===== config.mk =====
export PLATFORM = sky130hd
export DESIGN_NAME = output_scan_ctrl
export DESIGN_NICKNAME = d
export VERILOG_FILES = /design/src/rtl/output_pkg.sv /design/src/rtl/bin2bcd_seq.sv /design/src/rtl/output_scan_ctrl.sv
export SDC_FILE = /design/constraint.sdc
export NUM_CORES = 1
export LEC_CHECK = 0
export CAP_MARGIN = 20
export CORE_MARGIN = 2
export CORE_UTILIZATION = 45
export CTS_CLUSTER_DIAMETER = 100
export CTS_CLUSTER_SIZE = 40
export DETAILED_ROUTE_END_ITERATION = 10
export GPL_TIMING_DRIVEN = 0
export PLACE_DENSITY_LB_ADDON = 0.12
export SLEW_MARGIN = 0
export SYNTH_ARGS = -nofsm -noshare
export SYNTH_HDL_FRONTEND = slang
export SYNTH_SLANG_ARGS = --single-unit

===== constraint.sdc =====
create_clock -name clk -period 8.12 [get_ports clk]
set_input_delay 2.436 -clock clk [delete_from_list [all_inputs] [get_ports clk]]
set_output_delay 2.436 -clock clk [all_outputs]
set_load 0.01 [all_outputs]

===== src/rtl/output_pkg.sv =====
// Shared types, segment constants and helpers for the output_scan_ctrl display path.
package output_pkg;

  localparam int BCD_W       = 12;
  localparam int DATA_W      = 8;
  localparam int CONV_CYCLES = 8;
  localparam int CNT_W       = $clog2(CONV_CYCLES);

  typedef enum logic {
    IDLE = 1'b0,
    CONV = 1'b1
  } state_e;

  localparam logic [6:0] SEG_0     = 7'h3F;
  localparam logic [6:0] SEG_1     = 7'h06;
  localparam logic [6:0] SEG_2     = 7'h5B;
  localparam logic [6:0] SEG_3     = 7'h4F;
  localparam logic [6:0] SEG_4     = 7'h66;
  localparam logic [6:0] SEG_5     = 7'h6D;
  localparam logic [6:0] SEG_6     = 7'h7D;
  localparam logic [6:0] SEG_7     = 7'h07;
  localparam logic [6:0] SEG_8     = 7'h7F;
  localparam logic [6:0] SEG_9     = 7'h6F;
  localparam logic [6:0] SEG_BLANK = 7'h00;

  function automatic logic [6:0] seg_decode(input logic [3:0] d);
    logic [6:0] s;
    case (d)
      4'd0:    s = SEG_0;
      4'd1:    s = SEG_1;
      4'd2:    s = SEG_2;
      4'd3:    s = SEG_3;
      4'd4:    s = SEG_4;
      4'd5:    s = SEG_5;
      4'd6:    s = SEG_6;
      4'd7:    s = SEG_7;
      4'd8:    s = SEG_8;
      4'd9:    s = SEG_9;
      default: s = SEG_BLANK;
    endcase
    return s;
  endfunction

  // Double-dabble correction: a nibble >= 5 would overflow past 9 after the next shift.
  function automatic logic [3:0] add3(input logic [3:0] n);
    return (n >= 4'd5) ? (n + 4'd3) : n;
  endfunction

endpackage


===== src/rtl/bin2bcd_seq.sv =====
// Sequential shift-add-3 binary-to-BCD converter: one bit per cycle, commits the
// result and pulses done on the edge that ends the last iteration.
module bin2bcd_seq
  import output_pkg::*;
(
  input  logic              clk,
  input  logic              rst,
  input  logic              start,
  input  logic [DATA_W-1:0] din,
  output logic              busy,
  output logic              ready,
  output logic              done,
  output logic [BCD_W-1:0]  bcd
);

  state_e              state_q, state_d;
  logic [CNT_W-1:0]    cnt_q, cnt_d;
  logic [DATA_W-1:0]   shift_q, shift_d;
  logic [BCD_W-1:0]    scratch_q, scratch_d;
  logic [BCD_W-1:0]    bcd_q, bcd_d;
  logic                done_q, done_d;
  logic                last;
  logic [BCD_W-1:0]    adj;
  logic [BCD_W-1:0]    shifted;

  always_ff @(posedge clk or negedge rst) begin
    if (!rst) state_q <= IDLE;
    else      state_q <= state_d;
  end

  always_comb begin
    state_d = state_q;
    case (state_q)
      IDLE:    if (start) state_d = CONV;
      CONV:    if (last)  state_d = start ? CONV : IDLE;
      default: state_d = IDLE;
    endcase
  end

  always_comb begin
    last  = (state_q == CONV) && (cnt_q == CNT_W'(CONV_CYCLES - 1));
    busy  = (state_q == CONV);
    ready = (state_q == IDLE) || last;
  end

  assign adj     = {add3(scratch_q[11:8]), add3(scratch_q[7:4]), add3(scratch_q[3:0])};
  assign shifted = {adj[BCD_W-2:0], shift_q[DATA_W-1]};

  always_comb begin
    cnt_d     = cnt_q;
    shift_d   = shift_q;
    scratch_d = scratch_q;
    bcd_d     = bcd_q;
    done_d    = 1'b0;
    if (state_q == CONV) begin
      scratch_d = shifted;
      shift_d   = {shift_q[DATA_W-2:0], 1'b0};
      cnt_d     = cnt_q + 1'b1;
    end
    if (last) begin
      bcd_d  = shifted;
      done_d = 1'b1;
    end
    // A restart on the completion cycle overrides the iteration update above.
    if (ready && start) begin
      shift_d   = din;
      scratch_d = '0;
      cnt_d     = '0;
    end
  end

  always_ff @(posedge clk or negedge rst) begin
    if (!rst) begin
      cnt_q     <= '0;
      shift_q   <= '0;
      scratch_q <= '0;
      bcd_q     <= '0;
      done_q    <= 1'b0;
    end else begin
      cnt_q     <= cnt_d;
      shift_q   <= shift_d;
      scratch_q <= scratch_d;
      bcd_q     <= bcd_d;
      done_q    <= done_d;
    end
  end

  assign done = done_q;
  assign bcd  = bcd_q;

endmodule


===== src/rtl/output_scan_ctrl.sv =====
// Captures a byte, converts it to BCD and scans it onto a multiplexed 3-digit display.
// Optional leading-zero blanking is enabled by defining OUTPUT_SCAN_BLANK_EN.
module output_scan_ctrl
  import output_pkg::*;
#(
  parameter int REFRESH_DIV = 1000
) (
  input  logic              clk,
  input  logic              rst,
  input  logic              load,
  input  logic [DATA_W-1:0] data_in,
  output logic              busy,
  output logic              done,
  output logic [BCD_W-1:0]  bcd,
  output logic [6:0]        seg,
  output logic [2:0]        an
);

  localparam logic [15:0] REFRESH_LAST = 16'(REFRESH_DIV - 1);

  logic              conv_ready;
  logic              conv_start;
  logic [DATA_W-1:0] conv_din;
  logic              pend_q, pend_d;
  logic [DATA_W-1:0] pend_buf_q, pend_buf_d;
  logic [15:0]       refresh_q, refresh_d;
  logic [2:0]        an_q, an_d;
  logic [6:0]        seg_q, seg_d;
  logic [3:0]        digit;
  logic              blank;

  // A load arriving together with a pending value wins: latest data is displayed.
  assign conv_start = conv_ready && (load || pend_q);
  assign conv_din   = load ? data_in : pend_buf_q;

  bin2bcd_seq u_conv (
    .clk   (clk),
    .rst   (rst),
    .start (conv_start),
    .din   (conv_din),
    .busy  (busy),
    .ready (conv_ready),
    .done  (done),
    .bcd   (bcd)
  );

  always_comb begin
    pend_d     = pend_q;
    pend_buf_d = pend_buf_q;
    if (conv_start) begin
      pend_d = 1'b0;
    end else if (load) begin
      pend_d     = 1'b1;
      pend_buf_d = data_in;
    end
  end

  always_comb begin
    refresh_d = refresh_q + 16'd1;
    an_d      = an_q;
    if (refresh_q == REFRESH_LAST) begin
      refresh_d = '0;
      an_d      = {an_q[1:0], an_q[2]};
    end
  end

  // Decode against the next digit enable so seg and an switch on the same edge.
  always_comb begin
    digit = bcd[3:0];
    blank = 1'b0;
    case (an_d)
      3'b010:  digit = bcd[7:4];
      3'b100:  digit = bcd[11:8];
      default: ;
    endcase
`ifdef OUTPUT_SCAN_BLANK_EN
    blank = ((an_d == 3'b100) && (bcd[11:8] == 4'd0)) ||
            ((an_d == 3'b010) && (bcd[11:4] == 8'd0));
`else
    blank = 1'b0;
`endif
    seg_d = blank ? SEG_BLANK : seg_decode(digit);
  end

  always_ff @(posedge clk or negedge rst) begin
    if (!rst) begin
      pend_q     <= 1'b0;
      pend_buf_q <= '0;
      refresh_q  <= '0;
      an_q       <= 3'b001;
      seg_q      <= SEG_0;
    end else begin
      pend_q     <= pend_d;
      pend_buf_q <= pend_buf_d;
      refresh_q  <= refresh_d;
      an_q       <= an_d;
      seg_q      <= seg_d;
    end
  end

  assign an  = an_q;
  assign seg = seg_q;

endmodule


== Yosys cells after proc, flatten, opt, wreduce, memory -nomap -nowiden ==
Memory sizes are Yosys's and may differ from the RTL's. A register that Yosys moved wholly into a read port is not among the register bits.
Index checks and enable logic that the tools add are counted.
Word-level totals
  bits in registers: 65
  bits in read-only memories: 112
  bits of input ports: 11
  output and inout bits: 24
  logic and storage cells: 51
  memories kept: 1
Operators by class
  $add $sub $neg: 5
  $lt $le $gt $ge: 3
  equality and inequality tests: 4
  multiplexer cells: 19
  bitwise gates (word level): 1
  reduce and logical (&&, ||, !) cells: 8
Memory list
  (name not given): words 16, width 7, read ports 1, clocked after memory_dff 1, wr ports 0, line output_pkg.sv:28  | case (d)
Operators with widths (count)
  12-bit two-way mux: 2
  8-bit two-way mux: 3
  16-bit by 1-bit adder with 16-bit output, second input constant: 1
  16-bit by 10-bit == test with 1-bit output, second input constant: 1
  16-bit two-way mux: 1
  4-bit by 3-bit >= comparator with 1-bit output, second input constant: 3
  3-bit two-way mux: 4
  4-bit by 2-bit adder with 4-bit output, second input constant: 2
  4-bit two-way mux: 2
  4-bit one-hot mux with 2 select lines: 1
  3-bit == test, second input constant: 2
  1-bit two-way mux: 5
  2-bit nonzero test: 2
  3-bit by 1-bit adder with 3-bit output, second input constant: 1
  3-bit by 2-bit adder with 3-bit output, second input constant: 1
  3-bit by 2-bit == test with 1-bit output, second input constant: 1
  1-bit logical AND: 3
  1-bit logical OR: 2
  1-bit one-hot mux with 2 select lines: 1
  1-bit logical NOT: 1
  1-bit NOT: 1

== Logic depth before layout (Yosys ltp) ==
Gate-level depths: netlist (run 1).
  depth after elaboration: 7
  gate-level depth with buffers: 11
  depth with buffers taken out: 10

== Modules after synthesis ==
A second synthesis (run 1) with hierarchy kept.
Unflattened totals
  cells, all modules: 362
  area total of the unflattened synthesis: 3890.0 µm²
Modules (own cells, without submodules)
  output_scan_ctrl: instances 1, cells each 184, area each 2049.5 µm², sequential area each 884.6 µm²
  bin2bcd_seq: instances 1, cells each 178, area each 1840.5 µm², sequential area each 925.9 µm²

== Least setup slack after synthesis (run 1) ==
OpenSTA, ideal clock, no wires.
  kind: input to register
  from: input load
  to: register u_conv.shift_q[5]
  arrival: 3.509 ns
  slack: 4.485 ns
  stages on the path: 4
  path buffers: 1
  cells stage by stage: nor3_1 nor2_1 clkbuf_1 a221o_1
On the way
  longest elaborated chain between the ends: 4
  elaborated cells between the ends (all ways): 6
  classes of those cells: mux (2); reduce/logical (4)
Ends and longest elaborated chain
  start, declared: line output_scan_ctrl.sv:10  | input logic load,
  1-bit logical OR: line output_scan_ctrl.sv:33  | assign conv_start = conv_ready && (load || pend_q);
  1-bit logical AND: line output_scan_ctrl.sv:33
  1-bit logical AND: line bin2bcd_seq.sv:65  | if (ready && start) begin
  8-bit two-way mux / 2-bit nonzero test (equally long branches)
  end signal, assigned: line bin2bcd_seq.sv:81  | shift_q <= shift_d;
  end, declared: line bin2bcd_seq.sv:18  | logic [DATA_W-1:0] shift_q, shift_d;
Parallel ways exist; a longest one is shown, timed or not.
A chain may end at the register's enable or synchronous reset.

== Worst setup path in the final report (run 1) ==
Same ends and word-level chain as after synthesis.

==> impl_metrics.env, run 1 <==
export IMPL_rows=32
export IMPL_syn_avg_cell_area_um2=10.5
export IMPL_slowest_delay_ns=0.56
export IMPL_synth_compound_area_frac=0.130
export IMPL_cts_sinks=72
export IMPL_design_area_mm2=0.00429
export IMPL_drt_iter0_drc=82
export IMPL_synth_top_area_cell="dfrtp_1"
export IMPL_required_ns=8.33
export IMPL_seqCellArea_mm2=0.00181
export IMPL_antenna_found_initial=0
export IMPL_hold_viol=0
export IMPL_start_util=0.466
export IMPL_cp_start_kind="input pin"
export IMPL_relSlewSlack=0.567
export IMPL_crit_family="simple AND/OR/NAND/NOR gates"
export IMPL_first_pass_iters=4
export IMPL_synth_most_common_cell="dfrtp_1"
export IMPL_syn_instance_count=346
export IMPL_path_clk_slew_ns=0.07
export IMPL_synth_top_family_by_area="simple AND/OR/NAND/NOR gates"
export IMPL_worst_pin_slew_ns=0.645
export IMPL_crit_arrival_ns=4.35
export IMPL_ys_ff_latch=72
export IMPL_die_area_mm2=0.00877
export IMPL_fin_nets=418
export IMPL_yosys_warnings=0
export IMPL_cts_root_buf="clkbuf_8"
export IMPL_synth_commonest_cells="65 x dfrtp_1, 45 x nand2_1, 27 x o21ai_0, 22 x nor2_1, 15 x ha_1"
export IMPL_drtAntennaViolNets=0
export IMPL_hold_buffers=0
export IMPL_multiInputGateArea_mm2=0.00169
export IMPL_dp_hpwl_um=5180
export IMPL_grt_use_total=0.183
export IMPL_critPathSlowestCell="nor3_1"
export IMPL_place_port_buffers=34
export IMPL_yosys_area_share_adder=0.0519
export IMPL_end_kind="flip-flop"
export IMPL_num_fill_cells=718
export IMPL_slew_violations=0
export IMPL_status="finished clean"
export IMPL_rsz0062_at_grt="no"
export IMPL_cts_tree="built"
export IMPL_drive_above_1_share=0.106
export IMPL_clock_path_buffers=2
export IMPL_power_density_mw_per_mm2=317
export IMPL_diodes=0
export IMPL_synthDistinctLibCells=45
export IMPL_grt_pass1_wl_um=12600
export IMPL_grt_max_degree=46
export IMPL_area_growth_pct=18.6
export IMPL_place_congestion=0.790
export IMPL_min_period_ns=4.14
export IMPL_wl_met1_um=3320
export IMPL_postPlaceCellArea_mm2=0.00411
export IMPL_fmax_mhz=242
export IMPL_async_reset_ff_frac=1.00
export IMPL_synth_area_mux_share=0.0761
export IMPL_crit_fanout=10
export IMPL_power_leakage_nw=1.88
export IMPL_yosys_top_cells_area="dfrtp_1 45%, ha_1 5.2%, dfstp_2 5.1%, nand2_1 4.7%, mux2i_1 3.9%"
export IMPL_clock_skew_ns=0.0103
export IMPL_critical_path_buf_inv_count=2
export IMPL_fp_coreArea_mm2=0.00777
export IMPL_synthSimpleGateAreaFrac=0.174
export IMPL_numCtsBuffers=9
export IMPL_post_synth_top_area_fraction=0.450
export IMPL_remaining_drc_errors=0
export IMPL_post_place_cells=483
export IMPL_crit_chain="clkdlybuf4s50_1, nor3_1, nor2_1, clkbuf_1, a221o_1"
export IMPL_finalNonFillerCells=499
export IMPL_drv_cap=0
export IMPL_viasPerCell=5.31
export IMPL_ir_drop_mv=0.175
export IMPL_syn_nets=372
export IMPL_io_pins=35
export IMPL_top_layer="met4"
export IMPL_synth_ff_type="dfrtp_1"
export IMPL_drt_total_wl_um=7090
export IMPL_htree_levels=3
export IMPL_synth_edf_count=0
export IMPL_worstSkewPairLatency_ns=0.34
export IMPL_fin_crit_sh=0.509
export IMPL_final_setup_tns_ns=0
export IMPL_fp_dieH_um=93.6
export IMPL_wl_per_cell_um=14.2
export IMPL_overflow=0
export IMPL_min_path_type="flip-flop to flip-flop"
export IMPL_cts_resized=0
export IMPL_ys_seq_area_frac=0.501
export IMPL_vias=2651
export IMPL_met2WireLength_um=3400
export IMPL_finalSetupViolCount=0
export IMPL_grt_pass1_vias=2671
export IMPL_die_x_um=93.6
export IMPL_synth_area_mm2=0.00362
export IMPL_cts_setup_buffers=0
export IMPL_synth_xor_area_frac=0.0363
export IMPL_wl_met3_um=277
export IMPL_path_class="input pin to flip-flop"
==> cell usage in the layout (no fill, tap or decap), types with 9 or more instances in the layout <==
cell type / count
mux2i_1: 14
clkdlybuf4s50_1: 33
ha_1: 15
a21oi_1: 14
inv_1: 12
o21ai_0: 27
dfrtp_1: 65
mux2_2: 9
clkbuf_1: 14
nand2_1: 45
clkbuf_8: 12
nor2_1: 22
xnor2_1: 10
nand3_1: 14
==> flip-flops by register name, summed over array words and instances, names as in the netlist <==
register          count
refresh_q            16
u_conv.bcd           12
u_conv.scratch_q     12
pend_buf_q            8
u_conv.shift_q        8
seg                   7
an                    3
u_conv.cnt_q          3
pend_q                1
u_conv.busy           1
u_conv.done           1
==> per-layer routing <==
metal / track usage / vias up
met5: 0 / -
met4: 0.0604 / 0
met3: 0.0411 / 9
met2: 0.305 / 58
met1: 0.237 / 1271
li1: - / 1313
==> worst paths after layout <==
kind | start | end | slack [ns] | depth (start not counted)
worst max-delay path | load | u_conv.shift_q[5]$_DFFE_PN0P_ | 3.98 | 5
worst min-delay path | refresh_q[15]$_DFF_PN0_ | refresh_q[15]$_DFF_PN0_ | 0.48 | 1
worst max register to register | refresh_q[12]$_DFF_PN0_ | seg[0]$_DFF_PN1_ | 5.10 | 9
worst min register to register | refresh_q[15]$_DFF_PN0_ | refresh_q[15]$_DFF_PN0_ | 0.48 | 1
max in group asynchronous | rst | seg[2]$_DFF_PN1_ | 5.49 | 2
min in group asynchronous | rst | refresh_q[9]$_DFF_PN0_ | 2.01 | 1
==> report_power, final <==
part | switching (W) | internal [W] | leakage [nW] | total, W
combinational | 0.000264 | 0.000265 | 0.896 | 0.000529
sequential | 0.0000891 | 0.000479 | 0.892 | 0.000568
clock | 0.000125 | 0.000137 | 0.0910 | 0.000262
total | 0.000478 | 0.000881 | 1.88 | 0.00136
==> area by class of cell <==
cell class | instances | area share
buffer | 13 | 0.0149
clock buffer | 16 | 0.0420
inverter | 13 | 0.0114
multi-input combinational | 248 | 0.395
sequential | 72 | 0.422
tap | 102 | 0.0298
timing repair buffer | 35 | 0.0852
==> metrics by stage <==
stage	utilization	power [W]	hold slack (ns)	setup slack, ns
after CTS	0.552	0.00138	0.482	3.95
after floorplan	-	0.000910	0.446	4.49
after detailed placement	0.529	0.00111	0.468	3.60
final	0.552	0.00136	0.480	3.98
after global routing	0.552	0.00148	0.488	3.75
after global placement	0.526	0.00109	0.465	2.11
==> cells by family (layout without fill, tap and decap cells) <==
family,Yosys count,after routing
multiplexers,25,25
flip-flops,72,72
adder cells (fa/ha/maj),15,15
AO/OA/AOI/OAI,70,70
AND/OR/NAND/NOR,123,123
buffers and inverters,26,77
XOR/XNOR,15,15
==> worst reg2reg max path, cell delays in order (launching register included) <==
cell     delay, ns
dfrtp_1       0.41
or4_4         0.56
or4_4         0.57
buf_6         0.17
mux2i_1       0.21
a311o_1       0.30
inv_2         0.11
ha_1          0.20
mux2_1        0.30
o21ai_1       0.13
No activity file was read; power rests on OpenSTA's default activity.
==> run 2: changes to the inputs <==
==> constraint.sdc (replaced) <==
create_clock -name clk -period 3.3 [get_ports clk]
set_input_delay 0.99 -clock clk [delete_from_list [all_inputs] [get_ports clk]]
set_output_delay 0.99 -clock clk [all_outputs]
set_load 0.01 [all_outputs]
==> results of run 2 <==
Same layout as run 1 (identical final DEF). Status: finished clean.
Among the figures that moved: setup slack after placement 3.60 ns -> 0.226 ns; setup slack after layout 3.98 ns -> 0.281 ns; start point of the critical path load -> refresh_q[12]$_DFF_PN0_; end point of the critical path u_conv.shift_q[5]$_DFFE_PN0P_ -> seg[0]$_DFF_PN1_; register-to-register setup slack 5.10 ns -> 0.28 ns; total power 0.00136 W -> 0.00335 W; worst IR drop on VDD 0.175 mV -> 0.431 mV
